--- config.mk ---
export PLATFORM = sky130hd
export DESIGN_NAME = datapath_ctrl
export DESIGN_NICKNAME = d
export VERILOG_FILES = /design/src/rtl/datapath_ctrl_pkg.sv /design/src/rtl/datapath_ctrl_instr_dec.sv /design/src/rtl/datapath_ctrl.sv
export SDC_FILE = /design/constraint.sdc
export NUM_CORES = 1
export LEC_CHECK = 0
export ABC_AREA = 1
export CORE_MARGIN = 5
export CORE_UTILIZATION = 25
export CTS_BUF_LIST = sky130_fd_sc_hd__clkbuf_2 sky130_fd_sc_hd__clkbuf_4 sky130_fd_sc_hd__clkbuf_8
export CTS_CLUSTER_SIZE = 30
export DETAILED_ROUTE_END_ITERATION = 10
export PLACE_DENSITY = 0.54
export SLEW_MARGIN = 20
export SYNTH_ARGS = -nofsm -noshare
export SYNTH_HDL_FRONTEND = slang
export SYNTH_SLANG_ARGS = --single-unit
--- constraint.sdc ---
create_clock -name clk -period 1.64 [get_ports clk]
set_input_delay 0.164 -clock clk [delete_from_list [all_inputs] [get_ports clk]]
set_output_delay 0.164 -clock clk [all_outputs]
set_load 0.01 [all_outputs]
--- src/rtl/datapath_ctrl_pkg.sv ---
// rtl/datapath_ctrl_pkg.sv - shared encodings for the datapath controller
// Holds the opcode/op constants, the writeback-source encodings, the FSM state
// encoding and the decoded instruction classes.
package datapath_ctrl_pkg;

  localparam logic [2:0] OPC_MOV = 3'b110;
  localparam logic [2:0] OPC_ALU = 3'b101;

  localparam logic [1:0] OP_MOV_REG = 2'b00;
  localparam logic [1:0] OP_MOV_IMM = 2'b10;
  localparam logic [1:0] OP_ADD     = 2'b00;
  localparam logic [1:0] OP_CMP     = 2'b01;
  localparam logic [1:0] OP_AND     = 2'b10;
  localparam logic [1:0] OP_MVN     = 2'b11;

  localparam logic [1:0] VSEL_C   = 2'b00;
  localparam logic [1:0] VSEL_IMM = 2'b01;

  typedef enum logic [2:0] {
    ST_WAIT, ST_DECODE, ST_GET_A, ST_GET_B, ST_ALU, ST_WR_REG, ST_WR_IMM
  } state_t;

  typedef enum logic [2:0] {
    CLS_ILLEGAL, CLS_MOV_IMM, CLS_MOV_REG, CLS_ADD, CLS_CMP, CLS_AND, CLS_MVN
  } instr_cls_t;

endpackage

--- src/rtl/datapath_ctrl_instr_dec.sv ---
// rtl/datapath_ctrl_instr_dec.sv - combinational instruction field extract and class decode
// Ports:
//   ir      in  16  instruction register contents
//   opcode  out 3   IR[15:13]
//   op      out 2   IR[12:11]
//   rn/rd/rm out 3  register indices IR[10:8] / IR[7:5] / IR[2:0]
//   sh      out 2   shifter control IR[4:3]
//   sximm8  out 16  sign-extended IR[7:0]
//   cls     out     decoded instruction class
module instr_dec
  import datapath_ctrl_pkg::*;
(
  input  logic [15:0] ir,
  output logic [2:0]  opcode,
  output logic [1:0]  op,
  output logic [2:0]  rn,
  output logic [2:0]  rd,
  output logic [1:0]  sh,
  output logic [2:0]  rm,
  output logic [15:0] sximm8,
  output instr_cls_t  cls
);

  assign opcode = ir[15:13];
  assign op     = ir[12:11];
  assign rn     = ir[10:8];
  assign rd     = ir[7:5];
  assign sh     = ir[4:3];
  assign rm     = ir[2:0];
  assign sximm8 = {{8{ir[7]}}, ir[7:0]};

  always_comb begin
    cls = CLS_ILLEGAL;
    if (opcode == OPC_MOV) begin
      if (op == OP_MOV_IMM)      cls = CLS_MOV_IMM;
      else if (op == OP_MOV_REG) cls = CLS_MOV_REG;
    end else if (opcode == OPC_ALU) begin
      case (op)
        OP_ADD:  cls = CLS_ADD;
        OP_CMP:  cls = CLS_CMP;
        OP_AND:  cls = CLS_AND;
        default: cls = CLS_MVN;
      endcase
    end
  end

endmodule

--- src/rtl/datapath_ctrl.sv ---
// rtl/datapath_ctrl.sv - instruction register and Moore control FSM for the datapath
// Ports:
//   clk, reset         rising-edge clock, synchronous active-high reset
//   in, load           instruction word and IR capture strobe (honoured in WAIT only)
//   s                  start execution of the instruction held in IR
//   w                  idle/waiting
//   readnum, writenum  register-file read/write indices
//   write              register-file write enable
//   loada/loadb/loadc/loads  operand, result and status latch enables
//   asel, bsel, vsel   operand and writeback source selects
//   alu_op, shift      ALU operation and B shifter control
//   sximm8             sign-extended IR[7:0]
module datapath_ctrl
  import datapath_ctrl_pkg::*;
(
  input  logic        clk,
  input  logic        reset,
  input  logic [15:0] in,
  input  logic        load,
  input  logic        s,
  output logic        w,
  output logic [2:0]  readnum,
  output logic [2:0]  writenum,
  output logic        write,
  output logic        loada,
  output logic        loadb,
  output logic        loadc,
  output logic        loads,
  output logic        asel,
  output logic        bsel,
  output logic [1:0]  vsel,
  output logic [1:0]  alu_op,
  output logic [1:0]  shift,
  output logic [15:0] sximm8
);

  state_t      state_q, state_d;
  logic [15:0] ir_q, ir_d;

  logic [2:0]  opcode, rn, rd, rm;
  logic [1:0]  op, sh;
  instr_cls_t  cls;

  instr_dec u_dec (
    .ir     (ir_q),
    .opcode (opcode),
    .op     (op),
    .rn     (rn),
    .rd     (rd),
    .sh     (sh),
    .rm     (rm),
    .sximm8 (sximm8),
    .cls    (cls)
  );

  always_ff @(posedge clk) begin
    if (reset) begin
      state_q <= ST_WAIT;
      ir_q    <= '0;
    end else begin
      state_q <= state_d;
      ir_q    <= ir_d;
    end
  end

  always_comb begin
    state_d  = state_q;
    ir_d     = ir_q;
    w        = 1'b0;
    readnum  = 3'b000;
    writenum = 3'b000;
    write    = 1'b0;
    loada    = 1'b0;
    loadb    = 1'b0;
    loadc    = 1'b0;
    loads    = 1'b0;
    asel     = 1'b0;
    bsel     = 1'b0;
    vsel     = VSEL_C;
    alu_op   = 2'b00;
    shift    = 2'b00;

    case (state_q)
      ST_WAIT: begin
        w = 1'b1;
        // IR is only writable while idle so an in-flight instruction is stable.
        if (load) ir_d = in;
        if (s)    state_d = ST_DECODE;
      end
      ST_DECODE: begin
        case (cls)
          CLS_MOV_IMM:                 state_d = ST_WR_IMM;
          CLS_ADD, CLS_CMP, CLS_AND:   state_d = ST_GET_A;
          CLS_MOV_REG, CLS_MVN:        state_d = ST_GET_B;
          default:                     state_d = ST_WAIT;
        endcase
      end
      ST_GET_A: begin
        readnum = rn;
        loada   = 1'b1;
        state_d = ST_GET_B;
      end
      ST_GET_B: begin
        readnum = rm;
        loadb   = 1'b1;
        shift   = sh;
        state_d = ST_ALU;
      end
      ST_ALU: begin
        shift = sh;
        // Single-operand forms run as 0 <op> B, so A is forced to zero.
        asel   = (cls == CLS_MOV_REG) || (cls == CLS_MVN);
        alu_op = (opcode == OPC_ALU) ? op : 2'b00;
        if (cls == CLS_CMP) begin
          loads   = 1'b1;
          state_d = ST_WAIT;
        end else begin
          loadc   = 1'b1;
          state_d = ST_WR_REG;
        end
      end
      ST_WR_REG: begin
        writenum = rd;
        vsel     = VSEL_C;
        write    = 1'b1;
        state_d  = ST_WAIT;
      end
      ST_WR_IMM: begin
        writenum = rn;
        vsel     = VSEL_IMM;
        write    = 1'b1;
        state_d  = ST_WAIT;
      end
      default: state_d = ST_WAIT;
    endcase
  end

endmodule

* After elaboration in Yosys (flattened, before gate mapping)
Cells that the tools add are included.
Cells by class: equality and inequality tests 17, multiplexer cells 24, reductions and logical operators 8
Operators with widths (count):
- $eq A3 B3 Y1 const B | 8
- $pmux W3 S3 | 2
- $mux W3 | 5
- $pmux W3 S5 | 1
- $eq A3 B2 Y1 const B | 4
- $pmux W3 S2 | 2
- $mux W1 | 10
- $mux W2 | 4
- $eq A3 B1 Y1 const B | 2
- $reduce_or A2 Y1 | 3
- $logic_not A3 Y1 | 1
- $reduce_or A3 Y1 | 1
- $eq A2 B1 Y1 const B | 1
- $eq A2 B2 Y1 const B | 1
- $logic_not A2 Y1 | 1
- $ne A2 B2 Y1 const B | 1
- $reduce_and A2 Y1 | 1
- $logic_or A1 B1 Y1 | 1
Word-level totals: register bits 19, input bits 20

* Longest topological paths before layout
depth after elaboration 8, depth in mapped cells 11

* Hierarchy
Synthesis repeated with hierarchy kept, for this count alone.
Second synthesis, totals: cell total of the unflattened synthesis 197, area total of the unflattened synthesis 1410.1 µm²
Modules (own cells, without submodules):
- datapath_ctrl | times used 1, cells each 146, area an instance 1063.5 µm², seq. area each 380.4 µm²
- instr_dec | times used 1, cells each 51, area an instance 346.6 µm², seq. area each 0.0 µm²

* Worst setup path after synthesis
No wires, ideal clock.
kind register to output, start reg ir_q[11], end out asel, arrival time 1.145 ns, required time 1.476 ns, setup slack 0.331 ns, cell stages (with the launch flop) 8, path through dfxtp_1 > inv_1 > ha_1 > inv_1 > nand2_2 > nand2_2 > inv_2 > nor3_1
On the way: word-level cells in the longest chain between the ends 7
RTL lines:
- start: declaration | line datapath_ctrl.sv:38 | logic [15:0] ir_q, ir_d;
- start signal: assignment | line datapath_ctrl.sv:62 | ir_q <= ir_d;
- $eq A2 B2 Y1 (tied with other cells) | line datapath_ctrl_instr_dec.sv:35, datapath_ctrl_instr_dec.sv:38
- $pmux W3 S3 or $mux W2 (tied branches) | line datapath_ctrl_instr_dec.sv:38, datapath_ctrl_instr_dec.sv:36
- $mux W3 (on tied branches) | line datapath_ctrl_instr_dec.sv:37, datapath_ctrl_instr_dec.sv:35
- $mux W3 * | line datapath_ctrl_instr_dec.sv:34 | if (opcode == OPC_MOV) begin
- $eq A3 B2 Y1 or $eq A3 B3 Y1 (tied branches) | line datapath_ctrl.sv:112 | asel = (cls == CLS_MOV_REG) || (cls == CLS_MVN);
- $logic_or A1 B1 Y1 * | line datapath_ctrl.sv:112
- $mux W1 * | line datapath_ctrl.sv:83 | case (state_q)
- end: declaration | line datapath_ctrl.sv:29 | output logic asel,
Every way passes the cells marked *; elsewhere a longest branch is shown, timed or not.

* Worst setup path in the final report
start reg ir_q[12], end out loads
On the way: word-level cells in the longest chain between the ends 7
RTL lines:
- $eq A2 B2 Y1 (tied with other cells) | line datapath_ctrl_instr_dec.sv:35, datapath_ctrl_instr_dec.sv:38
- $pmux W3 S3 or $mux W2 (tied branches) | line datapath_ctrl_instr_dec.sv:38, datapath_ctrl_instr_dec.sv:36
- $mux W3 (on tied branches) | line datapath_ctrl_instr_dec.sv:37, datapath_ctrl_instr_dec.sv:35
- $mux W3 * | line datapath_ctrl_instr_dec.sv:34
- $eq A3 B3 Y1 * | line datapath_ctrl.sv:114 | if (cls == CLS_CMP) begin
- $mux W1 * | line datapath_ctrl.sv:114
- $mux W1 * | line datapath_ctrl.sv:83
- end: declaration | line datapath_ctrl.sv:28 | output logic loads,
Marked as above.

==> flow_metrics.env <==
export IMPL_antenna_found_initial=0
export IMPL_fin_cells=268
export IMPL_cp_required_ns=1.48
export IMPL_yosys_warnings=0
export IMPL_pin_count=56
export IMPL_worstPathCellList="inv_4 -> ha_4 -> nand4_1 -> buf_4 -> nor2_4 -> buf_6"
export IMPL_synth_distinct_cells=24
export IMPL_path_clk_slew_ns=0.07
export IMPL_start_util=0.258
export IMPL_p_per_area_mw_per_mm2=680
export IMPL_overflow=0
export IMPL_post_drt_wl_per_cell_um=11.7
export IMPL_place_inst=260
export IMPL_cts_buffer_depth=2
export IMPL_synth_seq_area_share=0.336
export IMPL_worstHoldPathCells=2
export IMPL_place_congestion=0.768
export IMPL_slowest_stage="dfxtp_4"
export IMPL_min_period_ns=1.57
export IMPL_cp_end_kind="output pin"
export IMPL_hold_violations=0
export IMPL_clock_latency_ns=0.25
export IMPL_cp_top_family="flip-flops"
export IMPL_drv_slew=0
export IMPL_dr_pass1_iters=4
export IMPL_worstHoldStart="ir_q[4]"
export IMPL_die_height_um=77.3
export IMPL_power_leakage_uw=0.000774
export IMPL_maxCapViolCount=0
export IMPL_r2r_start="ir_q[12]"
export IMPL_crit_path_start_kind="flip-flop"
export IMPL_grt_pass1_wl_um=4820
export IMPL_r2r_cells=9
export IMPL_cts_hold_buffers_added=0
export IMPL_syn_cell_area_sq_mm=0.00113
export IMPL_syn_to_final_growth_pct=58.8
export IMPL_core_area_sq_mm=0.00438
export IMPL_finalSetupViolations=0
export IMPL_clock_root_buffer="clkbuf_8"
export IMPL_ant_nets=0
export IMPL_crit_arrival_ns=1.41
export IMPL_drive_gt1_frac=0.306
export IMPL_r2r_slack_ns=0.14
export IMPL_avgSynthCellArea_sq_um=7.11
export IMPL_rows=24
export IMPL_finalCritPeriodShare=0.959
export IMPL_antennaDiodeCount=0
export IMPL_irDropWorstVdd_mv=0.369
export IMPL_routed_wl_um=3150
export IMPL_status="complete, no violations"
export IMPL_num_vias=1152
export IMPL_max_freq_mhz=636
export IMPL_die_w_um=77.3
export IMPL_max_stage_delay_ns=0.37
export IMPL_grt_total_usage=0.100
export IMPL_drt_vias_per_instance=4.30
export IMPL_total_power_uw=1220
export IMPL_reg2reg_to="state_q[0]"
export IMPL_drt_iter0_drc=46
export IMPL_synth_seq_cells=19
export IMPL_critPathBufInv=3
export IMPL_grt_pass1_vias=1049
export IMPL_cts_buffers=3
export IMPL_cts_tree="yes"
export IMPL_layout_nets=239
export IMPL_cp_max_fo=2
export IMPL_drc=0
export IMPL_cts_sinks=19
export IMPL_dp_hpwl_um=2420
export IMPL_skew_ns=0.00492
export IMPL_syn_inst=159
export IMPL_grt_max_degree=23
export IMPL_critPathKind="reg -> out"
export IMPL_ctsHtreeMaxLevel=1
export IMPL_hp_class="reg -> reg"
export IMPL_port_buffers=53
export IMPL_hold_end="ir_q[4]"
export IMPL_design_die_area_sq_mm=0.00597
-- layer usage --
metal | up-vias | track usage | share of wire
met1 | 504 | 0.117 | 0.43
met3 | 2 | 0.0433 | 0.086
met2 | 39 | 0.169 | 0.48
li1 | 607 | - | -
met5 | - | 0 | 0
met4 | 0 | 0.0206 | 0.0054
-- cell families (layout without fill, tap and decap cells) --
kind of cell / after synthesis / count (layout) / share of synthesized area
adder cells (fa/ha/maj): 2 / 2 / 0.0221
flip-flops: 19 / 19 / 0.336
other: 1 / 2 / 0.00332
buffers and inverters: 53 / 109 / 0.247
AO/OA/AOI/OAI: 40 / 40 / 0.188
AND/OR/NAND/NOR: 44 / 44 / 0.204
-- worst max-delay path by stage --
stage                  start     to  slack, ns  depth (start not counted)
global placement    ir_q[11]   asel      -0.10                          8
global route        ir_q[12]  loads    -0.0006                          6
finish              ir_q[12]  loads       0.07                          6
floorplan           ir_q[11]   asel       0.33                          7
CTS                 ir_q[12]   asel      0.001                          8
detailed placement  ir_q[11]   asel      -0.13                          8
-- synthesized netlist by cell type --
cell       n  area share
a21oi_1   16       0.071
a21oi_2    1      0.0077
a31oi_1    1      0.0055
and3_1     1      0.0055
buf_2      1      0.0044
buf_4     19        0.13
buf_6      1       0.010
clkbuf_1   1      0.0033
conb_1     1      0.0033
dfxtp_1   19        0.34
ha_1       2       0.022
inv_1     29       0.096
inv_2      2      0.0066
nand2_1   11       0.037
nand2_2    5       0.028
nand3_1    6       0.027
nand4_1    3       0.017
nor2_1     9       0.030
nor2_4     3       0.030
nor3_1     5       0.022
nor3_2     1      0.0088
o21ai_0    3       0.013
o21ai_1   13       0.058
o22ai_1    6       0.033
-- layout by cell type (no fill, tap or decap), types with 6 or more instances in the layout --
cell type,count
dfxtp_1,14
nand3_1,6
nand2_1,11
inv_1,25
buf_4,20
clkbuf_2,10
nor2_1,6
a21oi_1,16
dlygate4sd2_1,6
clkdlybuf4s50_1,35
o21ai_1,13
-- sequential cells by signal (all words and copies together) (netlist names) --
name and count:
state_q 3, ir_q 16
-- through the flow --
stage | worst slack (ns) | area [sq um] | hold slack (ns) | utilization | setup TNS (ns)
final | 0.0678 | 1800 | 0.469 | 0.410 | 0
after global routing | -0.000589 | 1800 | 0.492 | 0.410 | -0.000589
after CTS | 0.00100 | 1770 | 0.474 | 0.404 | 0
after detailed placement | -0.131 | 1700 | 0.463 | 0.387 | -0.174
after global placement | -0.102 | 1700 | 0.460 | 0.387 | -0.140
after floorplan | 0.331 | 1130 | 0.226 | - | 0
-- power breakdown --
part,total [uW],switching (uW),internal [uW]
registers,535,29.2,506
clock network,321,152,169
logic,366,173,193
total,1220,355,867
-- worst reg2reg max path, delay by kind of cell (launching register included) --
kind                     cells  cell delay, ns
AND/OR/NAND/NOR              4            0.44
flip-flops                   1            0.37
buffers and inverters        4            0.33
adder cells (fa/ha/maj)      1            0.25
-- final cells by class --
class,count,area [sq um]
flip-flops and latches,19,389
clock inverters,1,5.00
inverters,31,119
clock buffers,3,41.3
well taps,52,65.1
fillers,474,2590
multi-input cells,88,547
repair buffers,74,631
-- timing repair --
action / 4_1_cts / 5_1_grt
buffers inserted: 4 / 1
gates resized for setup: 39 / 31
endpoints found under the setup margin: 18 / 27
pin swaps: 3 / 3
(Power assumes the default switching activity.)
==> edit 1, RTL diff (same flow settings) <==
Encoding of `state_t`: now Gray code (3 bits for 7 states).
--- a/src/rtl/datapath_ctrl_pkg.sv
+++ b/src/rtl/datapath_ctrl_pkg.sv
@@ -19,3 +19,3 @@
   typedef enum logic [2:0] {
-    ST_WAIT, ST_DECODE, ST_GET_A, ST_GET_B, ST_ALU, ST_WR_REG, ST_WR_IMM
+    ST_WAIT = 3'b000, ST_DECODE = 3'b001, ST_GET_A = 3'b011, ST_GET_B = 3'b010, ST_ALU = 3'b110, ST_WR_REG = 3'b111, ST_WR_IMM = 3'b101
   } state_t;
Formal check against the unedited RTL: no difference found for any inputs over 10 cycles, from zero or initial values and one cycle with reset high; not proved beyond that.
==> edit 1 against the original RTL <==
Via count decreased by 0.87%; sequential share of layout area down 0.85 points; cell area is 3.4% higher; synthesized cell count did not move; power grew 8.1%; fmax grew 0.63%; sequential cell count did not move; highest routed layer unchanged; largest power group unchanged; critical endpoint is now writenum[0]; wire length is 7.4% lower; setup slack gained 9.9 ps; area after synthesis grew 6.7%; register-to-register slack better by 80 ps.
==> edit 1: results <==
run_status:
  outcome: "completed"
sta:
  skew_ps: 6.39
detailed_routing:
  first_iter_violations: 45
  wire_per_inst_um: 10.8
  wirelength_um: 2910
  dr.pass1.iters: 5
  viasPerCell: 4.23
hold_path:
  hold_start: "ir_q[15]$_SDFFE_PP0P_"
  whs_path_depth: 2
  worstHoldPathType: "flip-flop to flip-flop"
place:
  port-buffer-count: 53
  placed_cells: 265
  dp_hpwl_um: 2380
  place_congestion: 0.789
setup_path:
  cp_top_family: "buffers and inverters"
  max_stage_delay_ps: 330
  cp-startpoint: "state_q[1]$_SDFFE_PP0P_"
  regToRegStartpoint: "state_q[0]$_SDFFE_PP0P_"
  crit_slowest_cell: "dfxtp_2"
  cp_max_fo: 4
final_layout:
  nets: 239
  antenna_cells: 0
  top_regs: "ir_q x16, state_q x3"
  drive_above_1_share_pct: 32.9
synthesis:
  synth-compound-area-share_pct: 20.8
  synth_xor_area_share_pct: 0
  synth_adder_area_share_pct: 2.07
  synth_enable_flop_cells: 0
  synthTopCellsByArea: "dfxtp_1, a211oi_2, buf_4"
  synthFlopType: "dfxtp_1"
  netlist_instances: 159
  ys_seq_area_share_pct: 31.5
  yosysWarnings: 0
  ys_top_cells_by_count: "nor2_1, inv_1, dfxtp_1"
  muxShareOfSynthArea_pct: 0
grt:
  grt_util_all_layers_pct: 9.55
  grt_max_degree: 25
  grt_pass1_wl_um: 4790
  grt_pass1_vias: 1106
clock_network:
  clock_path_buffers: 2
  cts_buffers: 3
pwr:
  leakage_nw: 0.809
  ir_drop_v: 0.000537
==> edit 1: cell types whose count changed after synthesis, moves of 3 or more <==
cell	unedited run	this run
a21oi_1	16	5
o21ai_1	13	0
a211oi_2	0	14
inv_1	29	23
nor2_1	9	27
nand2_1	11	17
nor3_1	5	2
==> edit 1: cells by family after synthesis <==
kind of cell             count (synthesis)
AND/OR/NAND/NOR                         60
buffers and inverters                   50
AO/OA/AOI/OAI                           27
flip-flops                              19
adder cells (fa/ha/maj)                  2
other                                    1
==> edit 1: report_power, final <==
part / internal (mW) / total, mW / switching, mW
logic: 0.241 / 0.443 / 0.202
clock network: 0.189 / 0.344 / 0.155
registers: 0.509 / 0.533 / 0.0242
==> edit 1: cell type report <==
type / count / area, um^2
clock buffer: 4 / 48.8
fill: 511 / 2830
inverter: 27 / 101
multi-input combinational: 91 / 583
tap: 54 / 67.6
sequential: 19 / 387
timing repair buffer: 75 / 671
==> edit 1: path summary, 6_finish.rpt <==
path | to | slack, ps
setup / recovery | writenum[0] | 80
hold / removal | ir_q[15]$_SDFFE_PP0P_ | 470
setup reg to reg | state_q[1]$_SDFFE_PP0P_ | 220
hold reg to reg | ir_q[15]$_SDFFE_PP0P_ | 470
==> edit 1: metrics by stage <==
stage	utilization [%]	power [mW]	cell area, um^2	hold WS [ps]	setup slack (ps)
2_1_floorplan	-	0.816	1210	330	346
3_3_place_gp	38.8	0.981	1820	470	-66.3
3_5_place_dp	38.8	0.985	1820	471	-101
4_1_cts	40.1	1.34	1880	483	0.220
5_1_grt	39.6	1.41	1860	493	10.4
6_report	39.6	1.32	1860	468	77.7
==> edit 1: per-layer routing <==
layer | track usage (%) | wire length, um | part of all wire (%)
met5 | 0 | 0 | 0
met2 | 17.4 | 1430 | 49
met4 | 2.06 | 14 | 0.48
met1 | 10.7 | 1240 | 43
met3 | 3.05 | 226 | 7.8
==> edit 1: repair_timing <==
item,in CTS,in global routing
resized for setup,27,21
buffers inserted,1,0
pin swaps,3,0
setup endpoints to repair,17,12
hold buffers,0,0
==> edit 1: worst register-to-register path: stages, from the launching register on <==
cell,delay [ps]
dfxtp_2,350
or2_4,280
nor2_4,110
buf_4,110
nand2_2,40
buf_4,130
buf_4,130
nand2_2,50
nor2_1,50
a21oi_2,110
==> edit 2, RTL diff (config.mk and constraints unchanged) <==
Made on the original files. Add an input register stage for `in`, `load` and `s`, with the module's reset; this delays them by one clock.
--- a/src/rtl/datapath_ctrl.sv
+++ b/src/rtl/datapath_ctrl.sv
@@ -35,2 +35,18 @@
 );
+
+  logic [15:0] in_q;
+  logic load_q;
+  logic s_q;
+
+  always_ff @(posedge clk) begin
+    if (reset) begin
+      in_q   <= '0;
+      load_q <= '0;
+      s_q    <= '0;
+    end else begin
+      in_q   <= in;
+      load_q <= load;
+      s_q    <= s;
+    end
+  end
 
@@ -86,4 +102,4 @@
         // IR is only writable while idle so an in-flight instruction is stable.
-        if (load) ir_d = in;
-        if (s)    state_d = ST_DECODE;
+        if (load_q) ir_d = in_q;
+        if (s_q)    state_d = ST_DECODE;
       end
Check against the original RTL: not equivalent (Yosys sat finds a counterexample within 4 cycles, from zero or initial values and one cycle with reset high).
==> edit 2 against the original RTL <==
Area after synthesis grew 48%; wire length grew 25%; power grew 59%; setup slack gained 8.5 ps; cell area grew 41%; combinational power shrank 9.3%; largest cell class unchanged; largest power group unchanged; sequential power grew 82%; sequential cell count grew 18.
==> edit 2: results <==
hold_path:
  whs_path_depth: 3
  worstHoldPathType: "input pin to flip-flop"
  hold_start: "in[2]"
  min_to: "in_q[2]$_SDFF_PP0_"
synthesis:
  yosysUniqueCellTypes: 24
  yosysWarnings: 0
  ys_top_cells_by_count: "inv_1, nor2_1, dfxtp_1"
  ys_seq_area_share_pct: 44.3
  post_synth.cell_area_avg_um2: 7.70
  synthTopCellsByArea: "dfxtp_1, inv_1, nor2_1"
grt:
  met1_usage_pct: 10.8
  grt_max_degree: 38
  grt_pass1_wl_um: 6430
  use_met3_pct: 3.68
  antenna_found_initial: 0
  globalRouteMet2Util_pct: 16.1
  grt_util_all_layers_pct: 9.37
  grt_pass1_vias: 1432
place:
  port-buffer-count: 53
  dp_worst_setup_slack_ps: -133
  dp_hpwl_um: 2880
  place_area_mm2: 0.00234
  placed_cells: 349
  place_congestion: 0.770
clock_network:
  cts_buffers: 5
  clock_latency_ps: 280
  h-tree-depth: 2
setup_path:
  r2r_slack_ps: 90
  cp_max_fo: 3
  regToRegStartpoint: "ir_q[12]$_SDFFE_PP0P_"
  r2r-end: "state_q[2]$_SDFFE_PP0P_"
  r2r_cells: 10
detailed_routing:
  met1_length_um: 1680
  viasPerCell: 4.04
  dr_wl_met2_um: 1940
  wirelength_um: 3940
  first_iter_violations: 41
  dr_wl_met3_um: 302
final_layout:
  post_layout_nonfiller_instances: 364
  top_regs: "in_q x16, ir_q x16, state_q x3"
  drive_above_1_share_pct: 30.7
  syn2layout_area_growth_pct: 51.9
  nets: 309
  nFillCells: 663
pwr:
  leakage_nw: 1.16
  pg_comb_mw: 0.332
  ir_drop_v: 0.000336
  power_mw: 1.94
  clk-power_mw: 0.637
  switchingPower_mw: 0.477
sta:
  skew_ps: 2.23
  setup_viol_count_final: 0
  whs_ps: 390
run_status:
  outcome: "completed"
edit 2: changes by cell type in the layout (fill, tap and decap cells not counted), sizes merged, moves of 16 or more:
cell,before,now
o21ai,16,0
nor2,12,44
buf,23,42
inv,31,47
dfxtp,19,37
edit 2: cell type report:
type	count	area share, %
Sequential cell	37	29.5
Timing Repair Buffer	87	30.0
Clock buffer	6	3.25
Tap cell	77	3.79
Multi-Input combinational cell	109	26.1
Inverter	47	7.04
Clock inverter	1	0.296
edit 2: worst max-delay path: stages, from the launching register on:
cell     delay (ps)
dfxtp_2         340
inv_4            50
ha_4            270
buf_6            90
nand4_4         100
nand2_2          90
inv_1            50
buf_2           130
edit 2: what timing repair did:
item                       4_1_cts  5_1_grt
gates cloned                     0        0
buffers inserted                 5        4
resized for setup               53       27
setup endpoints to repair       18       17
pin swaps                        3        7
edit 2: logic make-up (layout without fill, tap and decap cells):
family | after synthesis | in the layout | synth area share (%)
AO/OA/AOI/OAI | 24 | 24 | 10.0
buffers and inverters | 72 | 141 | 21.3
adder cells (fa/ha/maj) | 2 | 2 | 1.50
flip-flops | 37 | 37 | 44.3
other | 1 | 2 | 0.224
AND/OR/NAND/NOR | 81 | 81 | 22.6
edit 2: how the worst max path moves through the flow:
stage                                  startpoint                 endpoint  slack, ps  cells after the start
final                       ir_q[11]$_SDFFE_PP0P_                    loadc         80                      7
after global routing        ir_q[12]$_SDFFE_PP0P_                     asel        -10                      8
after CTS                   ir_q[11]$_SDFFE_PP0P_  state_q[2]$_SDFFE_PP0P_        -30                     11
after detailed placement    ir_q[12]$_SDFFE_PP0P_                     asel       -130                      8
after global placement      ir_q[11]$_SDFFE_PP0P_                     asel        -90                      8
after floorplan           state_q[2]$_SDFFE_PP0P_              writenum[0]        230                      4
